<file path="config.mk">
export PLATFORM = sky130hd
export DESIGN_NAME = lcd_module_4bit
export DESIGN_NICKNAME = d
export VERILOG_FILES = /design/src/rtl/lcd_pkg.sv /design/src/rtl/lcd_nibble_writer.sv /design/src/rtl/lcd_module_4bit.sv
export SDC_FILE = /design/constraint.sdc
export NUM_CORES = 1
export LEC_CHECK = 0
export ABC_CLOCK_PERIOD_IN_PS = 10700
export BUFFER_PORTS_ARGS = -buffer_cell sky130_fd_sc_hd__buf_2
export CORE_MARGIN = 3
export CORE_UTILIZATION = 52
export CTS_CLUSTER_DIAMETER = 80
export DETAILED_ROUTE_END_ITERATION = 7
export GPL_TIMING_DRIVEN = 0
export HOLD_SLACK_MARGIN = 0.1
export PLACE_DENSITY = 0.74
export REMOVE_ABC_BUFFERS = 1
export SYNTH_ARGS = -nofsm -noshare
export SYNTH_HDL_FRONTEND = slang
export SYNTH_SLANG_ARGS = --single-unit
</file>
<file path="constraint.sdc">
create_clock -name clk -period 10.7 [get_ports clk]
set_input_delay 0.535 -clock clk [delete_from_list [all_inputs] [get_ports clk]]
set_output_delay 0.535 -clock clk [all_outputs]
set_load 0.005 [all_outputs]
</file>
<file path="src/rtl/lcd_pkg.sv">
// rtl/lcd_pkg.sv - shared constants, state types and helpers for the 4-bit HD44780 driver
package lcd_pkg;

  localparam logic [7:0] FUNC_SET  = 8'h28;
  localparam logic [7:0] DISP_ON   = 8'h0C;
  localparam logic [7:0] ENTRY     = 8'h06;
  localparam logic [7:0] CLEAR     = 8'h01;
  localparam logic [7:0] LINE1     = 8'h80;
  localparam logic [7:0] LINE2     = 8'hC0;
  localparam logic [3:0] INIT_NIB  = 4'h3;
  localparam logic [3:0] MODE4_NIB = 4'h2;

  // Default timings in clock cycles at 100 MHz
  localparam int unsigned T_POWERUP_DEF = 2_000_000;
  localparam int unsigned T_INIT1_DEF   = 410_000;
  localparam int unsigned T_INIT2_DEF   = 10_000;
  localparam int unsigned T_ENABLE_DEF  = 25;
  localparam int unsigned T_NIBBLE_DEF  = 100;
  localparam int unsigned T_CMD_DEF     = 4_000;
  localparam int unsigned T_CLEAR_DEF   = 164_000;

  typedef enum logic [3:0] {
    PWRUP, INIT_A, INIT_B, INIT_C, INIT_D, CFG, ADDR_A, ROW_A, ADDR_B, ROW_B
  } lcd_state_e;

  typedef enum logic [2:0] {
    W_IDLE, W_SETUP, W_HIGH, W_HOLD, W_GAP, W_WAIT
  } wr_state_e;

  function automatic logic [7:0] cfg_byte(input logic [1:0] idx);
    case (idx)
      2'd0:    return FUNC_SET;
      2'd1:    return DISP_ON;
      2'd2:    return ENTRY;
      default: return CLEAR;
    endcase
  endfunction

  // Column 0 lives in the top byte of a row string
  function automatic logic [7:0] char_at(input logic [127:0] row, input logic [3:0] col);
    logic [127:0] shifted;
    shifted = row << {col, 3'b000};
    return shifted[127:120];
  endfunction

endpackage

</file>
<file path="src/rtl/lcd_nibble_writer.sv">
// rtl/lcd_nibble_writer.sv - strobes one nibble or one byte onto the LCD bus, then idles for wait_cycles_i
module lcd_nibble_writer
  import lcd_pkg::*;
#(
  parameter int unsigned T_ENABLE = T_ENABLE_DEF,
  parameter int unsigned T_NIBBLE = T_NIBBLE_DEF
) (
  input  logic        clk,
  input  logic        rst,
  input  logic        start_i,
  input  logic        rs_i,
  input  logic [7:0]  byte_i,
  input  logic        nibble_only_i,
  input  logic [31:0] wait_cycles_i,
  output logic        lcd_e_o,
  output logic        lcd_rs_o,
  output logic [3:0]  lcd_d_o,
  output logic        done_o
);

  wr_state_e   state_q, state_d;
  logic [31:0] cnt_q, cnt_d;
  logic [31:0] wait_q, wait_d;
  logic [7:0]  byte_q, byte_d;
  logic        nib_only_q, nib_only_d;
  logic        low_q, low_d;
  logic        e_q, rs_q, rs_d;
  logic [3:0]  d_q, d_d;

  // Kept apart from the next-state logic so done never depends on start
  assign done_o = (state_q == W_HOLD && (nib_only_q || low_q) && wait_q == 32'd0) ||
                  (state_q == W_WAIT && cnt_q == 32'd0);

  always_comb begin
    state_d    = state_q;
    cnt_d      = cnt_q;
    wait_d     = wait_q;
    byte_d     = byte_q;
    nib_only_d = nib_only_q;
    low_d      = low_q;
    rs_d       = rs_q;
    d_d        = d_q;
    case (state_q)
      W_IDLE: state_d = W_IDLE;
      W_SETUP: begin
        if (T_ENABLE == 0) begin
          state_d = W_HOLD;
        end else begin
          state_d = W_HIGH;
          cnt_d   = 32'(T_ENABLE - 1);
        end
      end
      W_HIGH: begin
        if (cnt_q == 32'd0) state_d = W_HOLD;
        else                cnt_d   = cnt_q - 32'd1;
      end
      W_HOLD: begin
        if (!nib_only_q && !low_q) begin
          low_d = 1'b1;
          if (T_NIBBLE == 0) begin
            state_d = W_SETUP;
            d_d     = byte_q[3:0];
          end else begin
            state_d = W_GAP;
            cnt_d   = 32'(T_NIBBLE - 1);
          end
        end else if (wait_q == 32'd0) begin
          state_d = W_IDLE;
        end else begin
          state_d = W_WAIT;
          cnt_d   = wait_q - 32'd1;
        end
      end
      W_GAP: begin
        if (cnt_q == 32'd0) begin
          state_d = W_SETUP;
          d_d     = byte_q[3:0];
        end else begin
          cnt_d = cnt_q - 32'd1;
        end
      end
      W_WAIT: begin
        if (cnt_q == 32'd0) state_d = W_IDLE;
        else                cnt_d   = cnt_q - 32'd1;
      end
      default: state_d = W_IDLE;
    endcase
    if ((state_q == W_IDLE || done_o) && start_i) begin
      state_d    = W_SETUP;
      byte_d     = byte_i;
      nib_only_d = nibble_only_i;
      wait_d     = wait_cycles_i;
      rs_d       = rs_i;
      low_d      = 1'b0;
      d_d        = nibble_only_i ? byte_i[3:0] : byte_i[7:4];
    end
  end

  always_ff @(posedge clk or posedge rst) begin
    if (rst) begin
      state_q    <= W_IDLE;
      cnt_q      <= '0;
      wait_q     <= '0;
      byte_q     <= '0;
      nib_only_q <= 1'b0;
      low_q      <= 1'b0;
      e_q        <= 1'b0;
      rs_q       <= 1'b0;
      d_q        <= '0;
    end else begin
      state_q    <= state_d;
      cnt_q      <= cnt_d;
      wait_q     <= wait_d;
      byte_q     <= byte_d;
      nib_only_q <= nib_only_d;
      low_q      <= low_d;
      e_q        <= (state_d == W_HIGH);
      rs_q       <= rs_d;
      d_q        <= d_d;
    end
  end

  assign lcd_e_o  = e_q;
  assign lcd_rs_o = rs_q;
  assign lcd_d_o  = d_q;

endmodule

</file>
<file path="src/rtl/lcd_module_4bit.sv">
// rtl/lcd_module_4bit.sv - 1602 LCD driver: power-up init, then endless refresh of both rows
module lcd_module_4bit
  import lcd_pkg::*;
#(
  parameter int unsigned T_POWERUP = T_POWERUP_DEF,
  parameter int unsigned T_INIT1   = T_INIT1_DEF,
  parameter int unsigned T_INIT2   = T_INIT2_DEF,
  parameter int unsigned T_ENABLE  = T_ENABLE_DEF,
  parameter int unsigned T_NIBBLE  = T_NIBBLE_DEF,
  parameter int unsigned T_CMD     = T_CMD_DEF,
  parameter int unsigned T_CLEAR   = T_CLEAR_DEF
) (
  input  logic         clk,
  input  logic         reset,
  input  logic [127:0] row_A,
  input  logic [127:0] row_B,
  output logic         LCD_E,
  output logic         LCD_RS,
  output logic         LCD_RW,
  output logic [3:0]   LCD_D
);

  lcd_state_e   state_q, state_d;
  logic [31:0]  cnt_q, cnt_d;
  logic [3:0]   idx_q, idx_d;
  logic [127:0] shadow_a_q, shadow_a_d;
  logic [127:0] shadow_b_q, shadow_b_d;

  logic         wr_start, wr_done;
  logic         item_rs, item_nib;
  logic [7:0]   item_byte;
  logic [31:0]  item_wait;

  always_comb begin
    state_d    = state_q;
    cnt_d      = cnt_q;
    idx_d      = idx_q;
    shadow_a_d = shadow_a_q;
    shadow_b_d = shadow_b_q;
    wr_start   = 1'b0;
    if (state_q == PWRUP) begin
      if (cnt_q + 32'd1 >= T_POWERUP) begin
        state_d  = INIT_A;
        wr_start = 1'b1;
      end else begin
        cnt_d = cnt_q + 32'd1;
      end
    end else if (wr_done) begin
      // Next item is launched in the same cycle the previous one finishes
      wr_start = 1'b1;
      case (state_q)
        INIT_A: state_d = INIT_B;
        INIT_B: state_d = INIT_C;
        INIT_C: state_d = INIT_D;
        INIT_D: begin state_d = CFG; idx_d = 4'd0; end
        CFG: begin
          if (idx_q == 4'd3) begin state_d = ADDR_A; idx_d = 4'd0; end
          else               idx_d = idx_q + 4'd1;
        end
        ADDR_A: begin state_d = ROW_A; idx_d = 4'd0; end
        ROW_A: begin
          if (idx_q == 4'd15) begin state_d = ADDR_B; idx_d = 4'd0; end
          else                idx_d = idx_q + 4'd1;
        end
        ADDR_B: begin state_d = ROW_B; idx_d = 4'd0; end
        ROW_B: begin
          if (idx_q == 4'd15) begin state_d = ADDR_A; idx_d = 4'd0; end
          else                idx_d = idx_q + 4'd1;
        end
        default: state_d = PWRUP;
      endcase
    end
    if (state_d == ADDR_A && state_q != ADDR_A) begin
      shadow_a_d = row_A;
      shadow_b_d = row_B;
    end
  end

  always_comb begin
    item_rs   = 1'b0;
    item_nib  = 1'b0;
    item_byte = 8'h00;
    item_wait = 32'(T_CMD);
    case (state_d)
      INIT_A: begin item_nib = 1'b1; item_byte = {4'h0, INIT_NIB};  item_wait = 32'(T_INIT1); end
      INIT_B: begin item_nib = 1'b1; item_byte = {4'h0, INIT_NIB};  item_wait = 32'(T_INIT2); end
      INIT_C: begin item_nib = 1'b1; item_byte = {4'h0, INIT_NIB};  end
      INIT_D: begin item_nib = 1'b1; item_byte = {4'h0, MODE4_NIB}; end
      CFG:    item_byte = cfg_byte(idx_d[1:0]);
      ADDR_A: item_byte = LINE1;
      ADDR_B: item_byte = LINE2;
      ROW_A:  begin item_rs = 1'b1; item_byte = char_at(shadow_a_q, idx_d); end
      ROW_B:  begin item_rs = 1'b1; item_byte = char_at(shadow_b_q, idx_d); end
      default: item_byte = 8'h00;
    endcase
    if (!item_rs && !item_nib && item_byte == CLEAR) item_wait = 32'(T_CLEAR);
  end

  always_ff @(posedge clk or posedge reset) begin
    if (reset) begin
      state_q    <= PWRUP;
      cnt_q      <= '0;
      idx_q      <= '0;
      shadow_a_q <= '0;
      shadow_b_q <= '0;
    end else begin
      state_q    <= state_d;
      cnt_q      <= cnt_d;
      idx_q      <= idx_d;
      shadow_a_q <= shadow_a_d;
      shadow_b_q <= shadow_b_d;
    end
  end

  lcd_nibble_writer #(
    .T_ENABLE (T_ENABLE),
    .T_NIBBLE (T_NIBBLE)
  ) u_writer (
    .clk           (clk),
    .rst           (reset),
    .start_i       (wr_start),
    .rs_i          (item_rs),
    .byte_i        (item_byte),
    .nibble_only_i (item_nib),
    .wait_cycles_i (item_wait),
    .lcd_e_o       (LCD_E),
    .lcd_rs_o      (LCD_RS),
    .lcd_d_o       (LCD_D),
    .done_o        (wr_done)
  );

  assign LCD_RW = 1'b0;

endmodule

</file>
# Word level (Yosys, flattened, before mapping)
# Cells that the tools add are included.
word_totals:
  word_cells: 128
  inputBits: 258
  ff_bits: 375
classes:
  n_lt_le_gt_ge: 1
  n_mux: 39
  n_bitwise: 1
  n_reduce_logical: 35
  addsub: 4
  shift: 2
  n_eq_ne: 32
ops:
  columns: ["operator", "n"]
  rows:
  - ["$shl 128x7->128", 2]
  - ["$mux 32", 4]
  - ["$pmux 32 s3", 1]
  - ["$logic_not 32->1", 2]
  - ["$sub 32x1->32 const B", 2]
  - ["$mux 4", 14]
  - ["$pmux 8 s7", 1]
  - ["$pmux 19 s2", 1]
  - ["$pmux 4 s9", 1]
  - ["$add 32x1->32 const B", 1]
  - ["$eq 4x3->1 const B", 8]
  - ["$ge 32x21->1 const B", 1]
  - ["$eq 4x2->1 const B", 5]
  - ["$eq 4x4->1 const B", 5]
  - ["$mux 3", 6]
  - ["$pmux 6 s3", 1]
  - ["$pmux 3 s5", 1]
  - ["$pmux 4 s3", 1]
  - ["$eq 3x2->1 const B", 3]
  - ["$reduce_or 3->1", 3]
  - ["$eq 4x1->1 const B", 2]
  - ["$eq 8x1->1 const B", 1]
  - ["$logic_and 1x1->1", 8]
  - ["$mux 1", 8]
  - ["other kinds (20)", 32]

# Logic depth before layout (Yosys ltp)
# Gate-level depths: netlist (run 1).
logic_depth:
  depth_word: 13
  depth_mapped: 18
  mapped_depth_nobuf: 15

# Cells and area by module
# From an unflattened synthesis (run 1), not the netlist that was laid out.
hier_totals:
  hier_cells: 1764
  area_unflattened_um2: 20478.4
modules_own_cells:
  columns: ["module", "cells_each", "seq_area_each_um2", "area_per_inst_um2", "instances"]
  rows:
  - ["lcd_module_4bit", 1267, 7407.1, 15676.3, 1]
  - ["lcd_nibble_writer", 497, 1976.9, 4802.1, 1]

# Worst setup path after synthesis (run 1)
# Ideal clock, no wire load.
synth_timing:
  path_type: "reg-to-reg"
  startpoint: "register u_writer.wait_q[8]"
  endpoint: "register u_writer.wait_q[10]"
  path_stages_with_launch: 15
  t_arrival_ns: 3.583
  period_less_slack_ns: 3.704
  setup_ns: 0.120
  slack_ns: 6.996
  required_time_ns: 10.580
  cell_sequence: "dfrtp_1 or4_4 nor4_4 o21a_1 a21o_1 buf_2 clkbuf_1 clkbuf_1 ha_1 nand2_1 a211oi_1 a211oi_1 a211oi_2 nand4_2 o211a_1"
synth_rtl:
  columns: ["element", "line_no", "source"]
  rows:
  - ["start: declaration", "lcd_nibble_writer.sv:23", "logic [31:0] wait_q, wait_d;"]
  - ["start signal: assignment", "lcd_nibble_writer.sv:113", "wait_q <= wait_d;"]
  - ["$logic_not 32->1 (*)", "lcd_nibble_writer.sv:31", "assign done_o = (state_q == W_HOLD && (nib_only_q || low_q) && wait_q == 32'd0) ||"]
  - ["$logic_and 1x1->1 (*)", "lcd_nibble_writer.sv:31", null]
  - ["$logic_or 1x1->1 (*)", "lcd_nibble_writer.sv:31", null]
  - ["$mux 4 (*)", "lcd_module_4bit.sv:48", "end else if (wr_done) begin"]
  - ["$mux 4 (*)", "lcd_module_4bit.sv:41", "if (state_q == PWRUP) begin"]
  - ["via idx_d[0]", "lcd_module_4bit.sv:25", "logic [3:0] idx_q, idx_d;"]
  - ["branches (longest 2 deep; another with $shl 128x7->128)", null, null]
  - ["$pmux 8 s7 (*)", "lcd_module_4bit.sv:84", "case (state_d)"]
  - ["$eq 8x1->1 (*)", "lcd_module_4bit.sv:96", "if (!item_rs && !item_nib && item_byte == CLEAR) item_wait = 32'(T_CLEAR);"]
  - ["$logic_and 1x1->1 (*)", "lcd_module_4bit.sv:96", null]
  - ["$mux 32 (*)", "lcd_module_4bit.sv:96", null]
# Mark *: on every way through the listed nets, which the timed path passes.
# A chain may end at the register's enable or synchronous reset.

# Worst setup path in the final report (run 1)
layout_timing:
  startpoint: "register state_q[3]"
  endpoint: "register u_writer.wait_q[10]"
layout_between:
  elab_chain_cells: 11
layout_rtl:
  columns: ["element", "line_no", "source"]
  rows:
  - ["start: declaration", "lcd_module_4bit.sv:23", "lcd_state_e state_q, state_d;"]
  - ["start signal: assignment", "lcd_module_4bit.sv:107", "state_q <= state_d;"]
  - ["branches (longest 11 deep; another with $shl 128x7->128)", null, null]
# Several ways; the timed one is not identified.

==> out/metrics.yaml, run 1 <==
status: "finished clean"
busiest_layer: "met2"
grtUsageTotal: 0.251
ys_types: 84
grt_pass1_wl_um: 77100
synth-xor-area-share: 0.0163
first_global_vias: 14651
synth_top_area_frac: 0.483
vias_per_cell: 5.96
fin_cells: 2450
cts_tree: "built"
slew_violations: 0
path_class: "reg2reg"
synth.most_common_cell: "dfrtp_1"
finalSetupViolations: 0
grt_util_met1: 0.300
worstSetupEndpointType: "flop"
num_vias: 14590
crit_fanout: 16
holdBufCountCts: 0
cts.sinks: 353
cts_root_buf: "clkbuf_16"
drive_gt1_frac: 0.334
start_util: 0.528
required_ps: 11120
hold_viol: 0
muxShareOfSynthArea: 0.208
antenna_found_initial: 29
startpoint_type: "flop"
clk_latency_ps: 540
clk_pin_slew_worst_paths_ps: 60
synth_compound_area_frac: 0.107
p_leak_nw: 9.55
syn_area_um2: 18300
worst_slew_pin_slew_ps: 1380
place_congestion: 0.880
grt.met3_usage: 0.0794
fmax_mhz: 175
ir_drop_mv: 0.145
postCtsSetupBuffers: 0
grt_use_met2: 0.426
die_area_um2: 37400
ant_nets: 0
synth-async-reset-ratio: 1.00
synth_top_family_by_area: "multiplexers"
synth_area_leader_cell: "dfrtp_1"
ys_ff_latch: 353
grt_overflow: 0
remaining_drc_errors: 0
ys.flop_type: "dfrtp_1"
synth.avg_cell_area_um2: 10.6
fin_area_um2: 21400
wl_um: 48800
ctsResizeCount: 0
power_mw: 2.87
post-place-cells: 2367
drtIter0Drc: 1193
grt_start_max_net_pins: 131
regArea_um2: 8830
htree_num_levels: 2
firstDrtPassIters: 6
fp.dieW_um: 193
wl_per_cell_um: 19.9
fin_crit_sh: 0.533
core_area_um2: 34600
synthAdderAreaFrac: 0.00821
syn_inst: 1720
fin_nets: 2223
synth-seq-area-share: 0.483
synth.area.top_cells: "dfrtp_1 48%, mux2_2 16%, mux2i_1 4.4%"
fin_setup_tns_ps: 0
hp-class: "in2async"
relSlewSlack: 0.0830
final_core_util: 0.617
die_h_um: 193
worstPathArrival_ps: 6120
ys_warn_count: 0
maxCapViolCount: 0
fillers: 2786
area_growth_pct: 16.9
synth_edf_count: 0
multi_input_area_um2: 8880
hpwl_um: 34700
row_count: 68
portBuffers: 263
placed_cell_area_um2: 20100
fin_worst_skew_ps: 14.2
period_minus_slack_ps: 5710
synthSimpleGateAreaFrac: 0.144
cts_buffer_depth: 3
rsz0062_at_grt: "false"
p_per_area_nw_per_um2: 134
cts_buffers: 39
ioPinCount: 265
synthTopCellsByCount: "353 x dfrtp_1, 266 x mux2_2, 171 x nand2_1, 101 x o21ai_0, 93 x nor2_1"
==> cell families after synthesis <==
group / after synthesis
AO/OA/AOI/OAI: 310
XOR/XNOR: 34
adder cells (fa/ha/maj): 12
buffers and inverters: 134
flip-flops: 353
multiplexers: 347
other: 1
AND/OR/NAND/NOR: 529
==> cell type report <==
cell class,count,area share
clock inverter,9,0.00398
tap,455,0.0266
clock buffer,58,0.0542
sequential,353,0.413
multi-input combinational,1233,0.416
timing repair buffer,300,0.0792
inverter,26,0.00492
antenna,16,0.00187
==> stage by stage <==
stage / hold WS (ps) / setup slack (ps)
after detailed placement: 458 / 5190
final: 171 / 4990
after global routing: 207 / 4800
after global placement: 455 / -8610
after floorplan: 441 / -3520
after CTS: 196 / 5170
==> layout by cell type (no fill, tap or decap), types with 6 or more instances in the layout <==
cell type | Yosys | routed
a211oi_1 | 10 | 10
a21o_1 | 10 | 9
a21oi_1 | 65 | 65
a22oi_1 | 14 | 14
a31oi_1 | 22 | 22
and2_1 | 22 | 22
and3_1 | 17 | 17
and4_1 | 10 | 10
buf_2 | 47 | 263
buf_4 | 5 | 26
clkbuf_1 | 51 | 9
clkbuf_16 | 0 | 40
clkbuf_8 | 0 | 9
clkinv_2 | 0 | 6
dfrtp_1 | 353 | 353
diode_2 | 0 | 16
ha_1 | 12 | 12
inv_1 | 24 | 23
mux2_2 | 266 | 266
mux2i_1 | 80 | 79
nand2_1 | 171 | 169
nand2b_1 | 8 | 8
nand3_1 | 77 | 77
nand3b_1 | 7 | 7
nand4_1 | 19 | 19
nor2_1 | 93 | 93
nor3_1 | 38 | 38
nor4_1 | 20 | 20
o21ai_0 | 101 | 100
o22ai_1 | 13 | 13
or2_2 | 7 | 7
or3_1 | 7 | 7
or4_1 | 10 | 10
xnor2_1 | 21 | 21
xor2_1 | 13 | 13
==> metal layers <==
layer	wire length, um	vias up	share of wire
met5	150	-	0.0031
met4	1590	28	0.033
met3	3930	127	0.080
met2	23900	507	0.49
met1	19200	7188	0.39
li1	-	6740	-
==> power breakdown <==
part / switching, mW / internal (mW) / leakage [nW]
combinational: 0.0662 / 0.0819 / 4.60
sequential: 0.0260 / 1.38 / 4.32
clock: 0.535 / 0.772 / 0.617
==> flip-flops by register name, summed over array words and instances, names as in the netlist <==
register	cells
u_writer.low_q	1
state_q	4
shadow_a_q	128
u_writer.lcd_d_o	4
u_writer.lcd_e_o	1
u_writer.byte_q	4
shadow_b_q	128
cnt_q	32
u_writer.state_q	3
u_writer.nib_only_q	1
idx_q	4
u_writer.wait_q	10
u_writer.lcd_rs_o	1
u_writer.cnt_q	32
==> worst max-delay path, stage by stage (launching register included) <==
cell and delay (ps):
dfrtp_1 620, or3b_2 540, a2111oi_2 490, a32o_1 340
o21ai_0 130, a21oi_1 1080, inv_1 780, nand4_1 300
a221oi_1 70, o32ai_1 320, o41ai_1 260, a211oi_2 230
nand4_2 220, o211a_1 200
==> path summary, 6_finish.rpt <==
path                                     from             endpoint  slack, ps  cells after the start
hold reg to reg            u_writer.byte_q[1]   u_writer.byte_q[1]        470                      2
min in group clk                     row_A[6]        shadow_a_q[6]        220                      2
max in group asynchronous               reset       shadow_a_q[68]       9430                      3
setup reg to reg                   state_q[3]  u_writer.wait_q[10]       4990                     13
hold / removal                          reset       shadow_b_q[18]        170                      2
setup / recovery                   state_q[3]  u_writer.wait_q[10]       4990                     13
Note: power is estimated with default switching activity, not from simulation.
==> run 2, diff against run 1 <==
--- a/config.mk
+++ b/config.mk
@@ -5,7 +5,8 @@
 export SDC_FILE = /design/constraint.sdc
 export NUM_CORES = 1
 export LEC_CHECK = 0
-export ABC_CLOCK_PERIOD_IN_PS = 10700
+export ABC_AREA = 1
+export ABC_CLOCK_PERIOD_IN_PS = 4600
 export BUFFER_PORTS_ARGS = -buffer_cell sky130_fd_sc_hd__buf_2
 export CORE_MARGIN = 3
 export CORE_UTILIZATION = 52
==> constraint.sdc (replaced) <==
create_clock -name clk -period 4.6 [get_ports clk]
set_input_delay 0.23 -clock clk [delete_from_list [all_inputs] [get_ports clk]]
set_output_delay 0.23 -clock clk [all_outputs]
set_load 0.005 [all_outputs]
==> out/metrics.yaml, run 2 <==
status: "finished clean"
fin_cells: 3054  # +25%
grt_overflow: 0  # unchanged
synth_top_area_frac: 0.476  # -0.00717
worstPathArrival_ps: 4760  # -1360 ps
crit_fanout: 67  # +51
final_common_cell: "nand2_1"
placed_cell_area_um2: 20500  # +1.9%
seq_power_share: 0.461  # -0.031
met3_length_um: 5920  # +51%
core_area_um2: 34900  # +0.74%
grtUsageTotal: 0.328  # +0.0772
post-place-cells: 2696  # +14%
clk_latency_ps: 580  # +40 ps
hp-class: "in2async"
syn_area_um2: 18600  # +1.5%
synth_edf_count: 0  # unchanged
cts_buffers: 40  # +2.6%
grt_pass1_wl_um: 101000  # +31%
reg_top3: "shadow_a_q x128, shadow_b_q x128"
sw_frac_of_total: 0.239  # +0.0196
ys_ff_latch: 353  # unchanged
period_minus_slack_ps: 4330  # -1370 ps
htree_num_levels: 2  # unchanged
fmax_mhz: 231  # +32%
synth-seq-area-share: 0.476  # -0.00717
wl_per_cell_um: 21.0  # +5.7%
num_vias: 18252  # +25%
p_leak_nw: 11.6  # +22%
met1_length_um: 23200  # +21%
ant_nets: 0  # unchanged
combinationalPowerShare: 0.079  # +0.027
synth.most_common_cell: "nand2_1"
drtIter0Drc: 2024  # +70%
ys.flop_type: "dfrtp_1"
wl_met2_um: 31400  # +32%
switchingPower_mw: 1.70  # +170%
worst_slew_pin_slew_ps: 1370  # -4.80 ps
fin_nets: 2833  # +27%
die_area_um2: 38000  # +1.5%
startpoint_type: "flop"
ys_warn_count: 0  # unchanged
antenna_found_initial: 3  # -90%
clk_pin_slew_worst_paths_ps: 60  # about the same
ioPinCount: 265  # unchanged
row_count: 68  # unchanged
place_congestion: 0.876  # -0.47%
synth.area.top_cells: "dfrtp_1 48%, mux2_2 16%, nand2_1 10%"
cts_buffer_depth: 3  # unchanged
fin_crit_sh: 0.942  # +0.409
synthTopCellsByCount: "501 x nand2_1, 353 x dfrtp_1, 286 x nand3_1, 256 x mux2_2, 120 x nor2_1"
ir_drop_mv: 0.339  # +130%
cts_tree: "built"
vias_per_cell: 5.98  # +0.36%
syn_inst: 2056  # +20%
die_h_um: 195  # +0.73%
synth_area_leader_cell: "dfrtp_1"
fp.dieW_um: 195  # +0.73%
required_ps: 5020  # -6100 ps
wl_um: 64200  # +32%
start_util: 0.532  # +0.00403
area_growth_pct: 33.1
fin_worst_skew_ps: 37.7  # +23.5 ps
cts.sinks: 353  # unchanged
remaining_drc_errors: 0  # unchanged
first_global_vias: 18966  # +29%
p_per_area_nw_per_um2: 289  # +120%
synth.avg_cell_area_um2: 9.02  # -15%
setup_ws_ps: 266  # -4730 ps
internal_power_mw: 5.44  # +140%
hold_viol: 0  # unchanged
maxCapViolCount: 0  # unchanged
ys_types: 53  # -37%
hpwl_um: 34000  # -2.2%
firstDrtPassIters: 6  # unchanged
cts_root_buf: "clkbuf_16"
grt_start_max_net_pins: 126  # -3.8%
fin_area_um2: 24700  # +16%
topRoutingLayerUsed: "met5"
drive_gt1_frac: 0.272  # -0.0622
portBuffers: 263  # unchanged
path_class: "reg2reg"
worstSetupEndpointType: "flop"
synth-async-reset-ratio: 1.00  # unchanged
finalSetupViolations: 0  # unchanged
relSlewSlack: 0.0862  # +0.00320
holdWs_ps: 403  # +232 ps
slew_violations: 0  # unchanged
clockPowerShare: 0.459  # +0.003
layout_common_cells: "498 x nand2_1, 352 x dfrtp_1, 286 x nand3_1, 263 x buf_2, 257 x dlygate4sd3_1"
dp_slack_ps: -1330  # -6520 ps
## run 2: worst max-delay path, stage by stage (launching register included)
cell      delay, ps
dfrtp_1         400
inv_2            90
nand2_1         100
nor2_4          190
o21ai_2         170
inv_2           240
nand2_2         150
a21boi_1        200
nor2_2          200
nand2_2         130
nor2_4          290
o21ai_4         120
buf_12          190
clkinv_8        250
nand3_1         180
nand3_1         160
nand3_1         130
nand2_1         160
nand2_1          70
nand3_1         140
nand2_1          80
inv_1            70
nand2_1          70
nor2_2           90
nand2_1         100
nand2_1          70
o21ai_1          60
## run 2: power by group through the flow
stage                     clock network (mW)  logic (mW)  registers [mW]
final                                   3.28       0.567            3.30
after global routing                    3.41       0.609            3.30
after CTS                               3.27       0.534            3.28
after detailed placement                   0       0.355            3.33
after global placement                     0       0.335            3.33
after floorplan                            0       0.195            3.32
## run 2: what timing repair did
action                                  CTS  global route
endpoints found under the hold margin   368             0
setup buffers                             8             8
resized for setup                         9            19
endpoints found under the setup margin   63            59
pin swaps                                 3             4
hold buffers                            257             0
gates cloned                              5             2
## run 2: through the flow
step | power [mW] | util | setup TNS, ps
3_3_place_gp | 3.67 | 0.569 | -9844090
6_report | 7.15 | 0.708 | 0
5_1_grt | 7.32 | 0.708 | -8.96
3_5_place_dp | 3.69 | 0.587 | -20750
4_1_cts | 7.08 | 0.703 | 0
2_1_floorplan | 3.51 | - | -6289090
## run 2: per-layer routing
| metal | GRT usage | up-vias |
|---|---|---|
| li1 | - | 7967 |
| met5 | 0 | - |
| met2 | 0.556 | 1201 |
| met1 | 0.390 | 8749 |
| met3 | 0.0704 | 333 |
| met4 | 0.179 | 2 |
## run 2: kinds of logic (layout without fill, tap and decap cells)
group,after synthesis,after routing,synth area share
adders and majority gates,12,12,0.00809
other,1,6,0.000202
muxes,256,256,0.155
buffers and inverters,234,766,0.0564
DFF,353,353,0.476
xor gates and xnor gates,23,23,0.0109
AOI/OAI and AO/OA,142,144,0.0447
and+or+nand+nor,1035,1039,0.248
## run 2: worst paths after layout
check	start	end	slack (ps)	cells past startpoint
min in group clk	row_B[69]	shadow_b_q[69]	420	3
min reg2reg	u_writer.byte_q[3]	u_writer.byte_q[3]	490	2
max in group asynchronous	reset	shadow_a_q[64]	3020	4
max reg2reg	u_writer.state_q[2]	u_writer.wait_q[8]	270	26
min	reset	u_writer.lcd_e_o	400	3
max	u_writer.state_q[2]	u_writer.wait_q[8]	270	26
## run 2: layout make-up
| class | count | area (um^2) |
|---|---|---|
| Timing Repair Buffer | 568 | 4580 |
| Fill cell | 2300 | 10200 |
| Clock inverter | 14 | 138 |
| Inverter | 125 | 523 |
| Tap cell | 455 | 569 |
| Antenna cell | 5 | 12.5 |
| Sequential cell | 353 | 8830 |
| Multi-Input combinational cell | 1475 | 8830 |
| Clock buffer | 59 | 1200 |
